<file path="config.mk">
export PLATFORM = sky130hd
export DESIGN_NAME = ppm16_burst_demod_flat
export DESIGN_NICKNAME = d
export VERILOG_FILES = /design/src/rtl/ppm16_burst_demod_if.sv /design/src/rtl/ppm16_burst_demod.sv /design/src/flat_wrapper.sv
export SDC_FILE = /design/constraint.sdc
export NUM_CORES = 1
export LEC_CHECK = 0
export ABC_AREA = 1
export BUFFER_PORTS_ARGS = -buffer_cell sky130_fd_sc_hd__buf_2
export CORE_ASPECT_RATIO = 0.9
export CORE_UTILIZATION = 45
export DETAILED_ROUTE_END_ITERATION = 16
export GPL_TIMING_DRIVEN = 0
export MAX_ROUTING_LAYER = met4
export PLACE_DENSITY = 0.68
export SLEW_MARGIN = 10
export SYNTH_ARGS = -nofsm -noshare
export SYNTH_HDL_FRONTEND = slang
export SYNTH_SLANG_ARGS = --single-unit
</file>
<file path="constraint.sdc">
create_clock -name clk -period 17.2 [get_ports clk]
set_clock_uncertainty 0.1 [all_clocks]
set_input_delay 3.44 -clock clk [delete_from_list [all_inputs] [get_ports clk]]
set_output_delay 3.44 -clock clk [all_outputs]
set_load 0.02 [all_outputs]
</file>
<file path="src/rtl/ppm16_burst_demod_if.sv">
// Sample-stream and decoded-nibble signals of the 16-PPM burst demodulator.
// The bench drives through the master modport; the demodulator uses the slave modport.
interface ppm16_burst_demod_if #(
   parameter int CHIP_BITS = 2
);
   logic                 din;
   logic                 rx_start;
   logic [CHIP_BITS-1:0] corr_threshold_ext;
   logic                 packet_detected;
   logic                 dout_valid;
   logic [3:0]           dout;

   modport master (
      output din, rx_start, corr_threshold_ext,
      input  packet_detected, dout_valid, dout
   );

   modport slave (
      input  din, rx_start, corr_threshold_ext,
      output packet_detected, dout_valid, dout
   );
endinterface

</file>
<file path="src/rtl/ppm16_burst_demod.sv">
// Serial 16-PPM burst demodulator: sync hunt, header/length parse, data nibble stream.
// Optional debug outputs are enabled by defining PPM16_DEMOD_DEBUG_EN.
module ppm16_burst_demod #(
   parameter int CHIP_BITS    = 2,
   parameter int HDR1_SYMBOLS = 4,
   parameter int HDR2_SYMBOLS = 2
) (
   input  logic clk,
   input  logic resetn,
   ppm16_burst_demod_if.slave bus
`ifdef PPM16_DEMOD_DEBUG_EN
   ,
   output logic [2:0]             dbg_state,
   output logic [16*CHIP_BITS-1:0] dbg_shifted_bits,
   output logic [CHIP_BITS:0]     dbg_corr_peak,
   output logic [3:0]             dbg_corr_symbol,
   output logic                   dbg_threshold_unmet,
   output logic [3:0]             dbg_symbol_chip_count,
   output logic [7:0]             dbg_data_symbol_count,
   output logic [7:0]             dbg_packet_len
`endif
);
   localparam int W    = 16 * CHIP_BITS;
   localparam int CW   = CHIP_BITS + 1;
   localparam int CB_W = (CHIP_BITS > 1) ? $clog2(CHIP_BITS) : 1;

   typedef enum logic [2:0] {
      IDLE   = 3'd0,
      SEARCH = 3'd1,
      HDR1   = 3'd2,
      HDR2   = 3'd3,
      DATA   = 3'd4
   } state_t;

   state_t               state_q, state_d;
   logic [W-1:0]         sr_q, sr_d;
   logic [CHIP_BITS-1:0] thr_q, thr_d;
   logic [CB_W-1:0]      bit_q, bit_d;
   logic [3:0]           chip_q, chip_d;
   logic [7:0]           sym_cnt_q, sym_cnt_d;
   logic [7:0]           len_q, len_d;
   logic                 pkt_q, pkt_d;
   logic                 vld_q, vld_d;
   logic [3:0]           dout_q, dout_d;

   logic [CW-1:0]        cnt [16];
   logic [CW-1:0]        peak;
   logic [3:0]           symbol;
   logic [CW-1:0]        thr_eff;
   logic                 sync_hit;
   logic                 bit_last;
   logic                 sym_done;

   function automatic logic [CW-1:0] popcnt(input logic [CHIP_BITS-1:0] v);
      logic [CW-1:0] n;
      n = '0;
      for (int i = 0; i < CHIP_BITS; i++) n = n + CW'(v[i]);
      return n;
   endfunction

   // Correlator: descending scan with >= leaves the lowest chip among equal peaks
   always_comb begin
      peak   = '0;
      symbol = '0;
      for (int c = 0; c < 16; c++) cnt[c] = popcnt(sr_q[c*CHIP_BITS +: CHIP_BITS]);
      for (int c = 15; c >= 0; c--) begin
         if (cnt[c] >= peak) begin
            peak   = cnt[c];
            symbol = 4'(c);
         end
      end
   end

   assign thr_eff  = (thr_q == '0) ? CW'(1) : {1'b0, thr_q};
   assign sync_hit = (sr_q[W-1:CHIP_BITS] == '0) && (cnt[0] >= thr_eff);
   assign bit_last = (bit_q == CB_W'(CHIP_BITS - 1));
   assign sym_done = bit_last && (chip_q == 4'd15);

   always_comb begin
      state_d   = state_q;
      sr_d      = sr_q;
      thr_d     = thr_q;
      bit_d     = bit_q;
      chip_d    = chip_q;
      sym_cnt_d = sym_cnt_q;
      len_d     = len_q;
      pkt_d     = pkt_q;
      vld_d     = 1'b0;
      dout_d    = dout_q;

      if (state_q != IDLE) sr_d = {bus.din, sr_q[W-1:1]};

      if (state_q == HDR1 || state_q == HDR2 || state_q == DATA) begin
         if (bit_last) begin
            bit_d  = '0;
            chip_d = chip_q + 4'd1;
         end else begin
            bit_d = bit_q + CB_W'(1);
         end
      end

      case (state_q)
         IDLE: begin
            if (bus.rx_start) begin
               thr_d   = bus.corr_threshold_ext;
               sr_d    = '0;
               state_d = SEARCH;
            end
         end
         SEARCH: begin
            if (sync_hit) begin
               pkt_d     = 1'b1;
               bit_d     = '0;
               chip_d    = '0;
               sym_cnt_d = '0;
               state_d   = HDR1;
            end
         end
         HDR1: begin
            if (sym_done) begin
               if (sym_cnt_q == 8'(HDR1_SYMBOLS - 1)) begin
                  sym_cnt_d = '0;
                  state_d   = HDR2;
               end else begin
                  sym_cnt_d = sym_cnt_q + 8'd1;
               end
            end
         end
         HDR2: begin
            if (sym_done) begin
               if (sym_cnt_q == 8'(HDR2_SYMBOLS - 1)) begin
                  len_d     = {len_q[7:4], symbol};
                  sym_cnt_d = '0;
                  if ({len_q[7:4], symbol} == 8'd0) begin
                     pkt_d   = 1'b0;
                     state_d = IDLE;
                  end else begin
                     state_d = DATA;
                  end
               end else begin
                  len_d[7:4] = symbol;
                  sym_cnt_d  = sym_cnt_q + 8'd1;
               end
            end
         end
         DATA: begin
            if (sym_done) begin
               vld_d  = 1'b1;
               dout_d = symbol;
               if (sym_cnt_q == len_q - 8'd1) begin
                  sym_cnt_d = '0;
                  pkt_d     = 1'b0;
                  state_d   = IDLE;
               end else begin
                  sym_cnt_d = sym_cnt_q + 8'd1;
               end
            end
         end
         default: state_d = IDLE;
      endcase
   end

   always_ff @(posedge clk) begin
      if (!resetn) begin
         state_q   <= IDLE;
         sr_q      <= '0;
         thr_q     <= '0;
         bit_q     <= '0;
         chip_q    <= '0;
         sym_cnt_q <= '0;
         len_q     <= '0;
         pkt_q     <= 1'b0;
         vld_q     <= 1'b0;
         dout_q    <= '0;
      end else begin
         state_q   <= state_d;
         sr_q      <= sr_d;
         thr_q     <= thr_d;
         bit_q     <= bit_d;
         chip_q    <= chip_d;
         sym_cnt_q <= sym_cnt_d;
         len_q     <= len_d;
         pkt_q     <= pkt_d;
         vld_q     <= vld_d;
         dout_q    <= dout_d;
      end
   end

   assign bus.packet_detected = pkt_q;
   assign bus.dout_valid      = vld_q;
   assign bus.dout            = dout_q;

`ifdef PPM16_DEMOD_DEBUG_EN
   assign dbg_state             = state_q;
   assign dbg_shifted_bits      = sr_q;
   assign dbg_corr_peak         = peak;
   assign dbg_corr_symbol       = symbol;
   assign dbg_threshold_unmet   = (peak < {1'b0, thr_q});
   assign dbg_symbol_chip_count = chip_q;
   assign dbg_data_symbol_count = sym_cnt_q;
   assign dbg_packet_len        = len_q;
`endif
endmodule

</file>
<file path="src/flat_wrapper.sv">
// flat-port wrapper written by rule: the top's interface ports become plain ports
module ppm16_burst_demod_flat 
#(
   parameter int CHIP_BITS    = 2,
   parameter int HDR1_SYMBOLS = 4,
   parameter int HDR2_SYMBOLS = 2
)
  (clk, resetn, bus_din, bus_rx_start, bus_corr_threshold_ext, bus_packet_detected, bus_dout_valid, bus_dout);
  ppm16_burst_demod_if #(.CHIP_BITS(CHIP_BITS)) bus_i ();
  input  logic clk;
  input  logic resetn;
  input wire logic [$bits(bus_i.din)-1:0] bus_din;
  input wire logic [$bits(bus_i.rx_start)-1:0] bus_rx_start;
  input wire logic [$bits(bus_i.corr_threshold_ext)-1:0] bus_corr_threshold_ext;
  output wire logic [$bits(bus_i.packet_detected)-1:0] bus_packet_detected;
  output wire logic [$bits(bus_i.dout_valid)-1:0] bus_dout_valid;
  output wire logic [$bits(bus_i.dout)-1:0] bus_dout;
  assign bus_i.din = bus_din;
  assign bus_i.rx_start = bus_rx_start;
  assign bus_i.corr_threshold_ext = bus_corr_threshold_ext;
  assign bus_packet_detected = bus_i.packet_detected;
  assign bus_dout_valid = bus_i.dout_valid;
  assign bus_dout = bus_i.dout;
  ppm16_burst_demod #(.CHIP_BITS(CHIP_BITS), .HDR1_SYMBOLS(HDR1_SYMBOLS), .HDR2_SYMBOLS(HDR2_SYMBOLS)) u_core (.clk(clk), .resetn(resetn), .bus(bus_i));
endmodule
</file>
==> results of run 1 <==
==> per-layer routing <==
metal	up-vias	wire [um]	global-route usage, %
met5	-	0	-
met4	0	106	6.15
met3	10	346	3.84
met2	61	4290	31.6
met1	1803	4730	26.0
li1	2114	-	-
==> state kept, by name, summed over array words and instances (netlist names) <==
register and cells:
u_core.bus.dout_valid 1, u_core.bus.packet_detected 1, u_core.thr_q 2, u_core.state_q 3, u_core.chip_q 4, u_core.bit_last 1
u_core.len_q 8, u_core.sr_q 32, u_core.sym_cnt_q 8, u_core.bus.dout 4
==> worst min-delay path: stages (launching register included) <==
cell and delay, ns:
dfxtp_1 0.31, nand2_1 0.06, a21oi_1 0.05
==> cell usage in the layout, fill, tap and decap left out, types with 2 or more instances in the layout <==
master / n
clkbuf_1: 11
nand2_2: 2
inv_1: 130
and2_1: 5
clkinv_4: 2
a21oi_1: 64
inv_2: 5
ha_1: 81
nand3_1: 16
clkbuf_16: 9
nand2_1: 134
o21ai_1: 3
nor4_2: 2
nor3_1: 5
buf_2: 11
o21ai_0: 21
xnor2_1: 7
nand3_2: 7
a211oi_1: 2
dfxtp_1: 64
nor4_1: 2
bufinv_16: 2
xor2_1: 8
nand4_1: 8
nor2_1: 69
nor2_2: 3
==> layout make-up <==
cell class	count	area [um^2]	area share, %
Clock inverter	6	91.3	1.76
Timing Repair Buffer	10	50.0	0.964
Clock buffer	10	239	4.60
Tap cell	126	158	3.04
Sequential cell	64	1280	24.7
Multi-Input combinational cell	451	2810	54.1
Buffer	13	50.0	0.964
Inverter	136	510	9.84
==> final timing paths <==
| check | from | endpoint | depth (start not counted) |
|---|---|---|---|
| max | u_core.sr_q[28]$_SDFF_PN0_ | u_core.len_q[7]$_SDFFE_PN0P_ | 108 |
| min | u_core.bus.packet_detected$_SDFFE_PN0P_ | u_core.bus.packet_detected$_SDFFE_PN0P_ | 2 |
| max reg2reg | u_core.sr_q[28]$_SDFF_PN0_ | u_core.len_q[7]$_SDFFE_PN0P_ | 108 |
| min reg2reg | u_core.bus.packet_detected$_SDFFE_PN0P_ | u_core.bus.packet_detected$_SDFFE_PN0P_ | 2 |
==> cell families after synthesis <==
logic type                 Yosys count  synth area share, %
DFF                                 64                 27.5
adders and majority gates           81                 21.8
AOI/OAI and AO/OA                   96                 11.2
xor gates and xnor gates            15                 2.82
and+or+nand+nor                    259                 24.6
buffers and inverters              149                 12.0
==> through the flow <==
stage	setup WS (ns)	instance area, um^2	utilization [%]	instances
after global routing	1.60	5190	52.6	816
after detailed placement	3.32	4860	49.2	800
after floorplan	4.93	4650	-	664
after global placement	3.88	4860	49.2	800
after CTS	3.26	5190	52.6	816
final	3.38	5190	52.6	816
==> power breakdown <==
group,leakage (nW),internal [mW],switching (mW),total [mW]
logic,1.52,0.0260,0.0613,0.0873
clock network,0.163,0.131,0.0680,0.199
registers,0.517,0.155,0.00511,0.160
total,2.20,0.312,0.134,0.446
==> results.yml, run 1 <==
logic_synthesis:
  synth_top_area_share_pct: 27.5
  async_flop_share_pct: 0
  synth_area_leaders: "dfxtp_1 28%, ha_1 22%, nand2_1 11%"
  synth-edff-count: 0
  ys.flop_type: "dfxtp_1"
  netlist_instances: 664
  yosysSeqAreaShare_pct: 27.5
  synth.distinct_cells: 37
  yosysTopAreaCell: "dfxtp_1"
  yosysWarnings: 0
  postSynthRegisterBits: 64
  synth_most_common_cell: "nand2_1"
  synth_area_per_cell_um2: 7.01
  syn-cell-area_um2: 4650
  syn_nets: 751
  ys_top_cells_by_count: "134 x nand2_1, 130 x inv_1, 81 x ha_1"
setup_path:
  arrival_ns: 13.98
  required_ns: 17.35
  cp-start-kind: "register"
  crit_path_max_fanout: 4
  cp_slowest_stage_delay_ns: 0.38
  crit_path_end_kind: "register"
  r2r_slack_ns: 3.38
  crit_buf_inv: 20
  crit_type: "register to register"
  crit_family: "simple AND/OR/NAND/NOR gates"
  path_common_cell: "nor2_1"
  crit_slowest_cell: "dfxtp_1"
layout:
  syn2layout_area_growth_pct: 11.6
  nets: 772
  drive_gt1_share_pct: 7.54
  diodes: 0
  fill_cells: 977
run_status:
  outcome: "finished clean"
power_and_ir_drop:
  ir_worst_vdd_mv: 0.0525
  finalPower_mw: 0.446
  p_leak_nw: 2.20
  power_per_cell_area_nw_per_um2: 86.0
grt:
  antenna_found_initial: 0
  grt_max_degree: 13
  grt_first_pass_wirelength_um: 16700
  grt.overflow.total: 0
  grt_pass1_vias: 3799
  grt_usage_pct: 20.1
routing:
  drcViolationCount: 0
  wirelength_um: 9470
  dr.pass1.iters: 4
  drt-initial-drc-count: 157
  avgRoutedWirePerCell_um: 11.6
  vias: 3988
  postRouteAntennaNets: 0
  vias_per_cell: 4.89
floorplan:
  rows: 34
  dieArea_um2: 10700
  coreArea_um2: 9870
  die_h_um: 98.5
  die_w_um: 109
  start_util_pct: 47.1
  ioPinCount: 12
timing:
  timing.final.crit_share_pct: 80.4
  rsz0062_at_grt: "false"
  final_hold_viol_count: 0
  fin_hold_ws_ns: 0.363
  drv_slew: 0
  setup_violations: 0
  setup_tns_ns: 0
  maxSlewHeadroom_pct: 54.4
  fmax_mhz: 72.3
  tightestPinTransition_ns: 0.678
  fin_crit_ns: 13.82
job:
  cap_viol_max_count: 0
clock_network:
  cts-root-buf: "clkbuf_16"
  cts_setup_buffers: 0
  clkSinkCount: 64
  insertion_delay_ns: 0.33
  clkTransAtPathRegs_ns: 0.05
  hold_buffers: 0
  h-tree-depth: 3
  cts-resized-gates: 0
  numCtsBuffers: 9
  cts_tree: "yes"
  clockBufferDepth: 2
placement:
  place.port_buffers: 10
  dp_hpwl_um: 7440
  gp_congestion: 0.852
min_path:
  min_path_type: "register to register"
No activity file was read; power rests on OpenSTA's default activity.
==> run 2: changes to the inputs <==
clock period = 13.2 ns   (was 17.2 ns; I/O delays follow)
==> results.yml, run 2 (synthesis results as in run 1) <==
run_status:
  outcome: "finished clean"
layout:
  final_cell_mix: "109 x inv_1, 108 x nand2_1, 67 x ha_1"
  syn2layout_area_growth_pct: 29.2
  largest_reg_flops: 32
  nets: 824
  diodes: 0
  final_common_cell: "inv_1"
  reg_top3: "u_core.sr_q: 32 flops, u_core.len_q: 8 flops, u_core.sym_cnt_q: 8 flops"
  design_area_um2: 6010
  final_util_pct: 60.9
  fill_cells: 887
  drive_gt1_share_pct: 27.5
  largest-register: "u_core.sr_q"
clock_network:
  clkSinkCount: 64
  insertion_delay_ns: 0.33
  h-tree-depth: 3
  numCtsBuffers: 9
  cts_tree: "yes"
  clockBufferDepth: 2
  cts-root-buf: "clkbuf_16"
  clkTransAtPathRegs_ns: 0.06
floorplan:
  die_w_um: 109
  dieArea_um2: 10700
  coreArea_um2: 9870
  start_util_pct: 47.1
  ioPinCount: 12
  rows: 34
  die_h_um: 98.5
placement:
  gp_congestion: 0.852
  dp_hpwl_um: 7440
  place.port_buffers: 10
  place_ws_ns: -0.679
  placed_area_um2: 4860
routing:
  avgRoutedWirePerCell_um: 12.8
  drcViolationCount: 0
  wirelength_um: 11100
  dr.pass1.iters: 4
  vias: 4295
  drt-initial-drc-count: 194
  vias_per_cell: 4.95
  postRouteAntennaNets: 0
setup_path:
  cp-start-kind: "register"
  cp_slowest_stage_delay_ns: 0.32
  crit_path_end_kind: "register"
  required_ns: 13.36
  path_common_cell: "nor2_1"
  crit_slowest_cell: "dfxtp_2"
  crit_type: "register to register"
  worstReg2RegStart: "u_core.sr_q[30]$_SDFF_PN0_"
  critical_path.startpoint: "u_core.sr_q[30]$_SDFF_PN0_"
  crit_path_max_fanout: 3
  arrival_ns: 12.74
power_and_ir_drop:
  power_frac_seq_pct: 34.7
  p_int_mw: 0.416
  power_per_cell_area_nw_per_um2: 99.6
  ir_worst_vdd_mv: 0.0712
  pwr-share-clk_pct: 43.7
  p_leak_nw: 2.48
  switching_share_pct: 30.5
  pwr-share-comb_pct: 21.6
  p_sw_mw: 0.183
timing:
  fin_hold_ws_ns: 0.354
  drv_slew: 0
  tightestPinTransition_ns: 0.709
  setup_violations: 0
  setup_slack_ns: 0.615
  final_hold_viol_count: 0
  timing.final.crit_share_pct: 95.3
  fin_crit_ns: 12.59
  fmax_mhz: 79.5
  maxSlewHeadroom_pct: 52.3
grt:
  grt_pass1_vias: 4069
  grt_max_degree: 13
  grt_usage_pct: 21.5
  grt_first_pass_wirelength_um: 17900
  antenna_found_initial: 0
  grt.overflow.total: 0
min_path:
  min_path_type: "register to register"
  min_from: "u_core.bus.packet_detected$_SDFFE_PN0P_"
job:
  cap_viol_max_count: 0
-- run 2: repair_timing --
action,CTS,global route
setup buffers,36,16
setup endpoints to repair,14,14
hold buffers,0,0
endpoints found under the hold margin,0,0
pin swaps,33,74
resized for setup,29,87
-- run 2: routing by layer --
metal	vias up	global-route usage (%)	part of all wire, %
li1	2219	-	-
met1	1994	27.1	46
met2	66	34.8	49
met3	16	3.84	3.6
met4	0	6.87	1.6
met5	-	-	0
-- run 2: power groups by stage --
stage	Sequential (mW)	Combinational [mW]	Clock [mW]
final	0.208	0.129	0.262
after CTS	0.208	0.119	0.265
after global placement	0.212	0.111	0
after detailed placement	0.212	0.113	0
after floorplan	0.213	0.0862	0
after global routing	0.209	0.146	0.274
-- run 2: worst max-delay path: cells and delay by family, from the launching register on --
family,cells,cell delay [ns]
AND/OR/NAND/NOR,66,5.83
buffers and inverters,24,2.09
adder cells (fa/ha/maj),15,3.48
AO/OA/AOI/OAI,4,0.62
flip-flops,1,0.32
-- run 2: final timing paths --
check | cells after the start | slack (ns) | endpoint
setup / recovery | 109 | 0.61 | u_core.bus.packet_detected$_SDFFE_PN0P_
setup reg to reg | 109 | 0.61 | u_core.bus.packet_detected$_SDFFE_PN0P_
hold / removal | 2 | 0.35 | u_core.bus.packet_detected$_SDFFE_PN0P_
hold reg to reg | 2 | 0.35 | u_core.bus.packet_detected$_SDFFE_PN0P_
-- run 2: layout make-up --
type | count | area (um^2) | share of cell area, %
plain buffers | 13 | 50.0 | 0.832
repair buffers | 62 | 448 | 7.45
clock inverters | 6 | 91.3 | 1.52
inverters | 136 | 515 | 8.57
well taps | 126 | 158 | 2.62
flip-flops and latches | 64 | 1290 | 21.4
multi-input cells | 451 | 3220 | 53.6
clock buffers | 10 | 239 | 3.98
-- run 2: metrics by stage --
stage          TNS [ns]  total power [mW]  instances
2_1_floorplan         0             0.299        664
6_report              0             0.599        868
3_5_place_dp      -6.64             0.326        800
3_3_place_gp     -0.617             0.322        800
5_1_grt           -3.32             0.630        868
4_1_cts               0             0.592        852
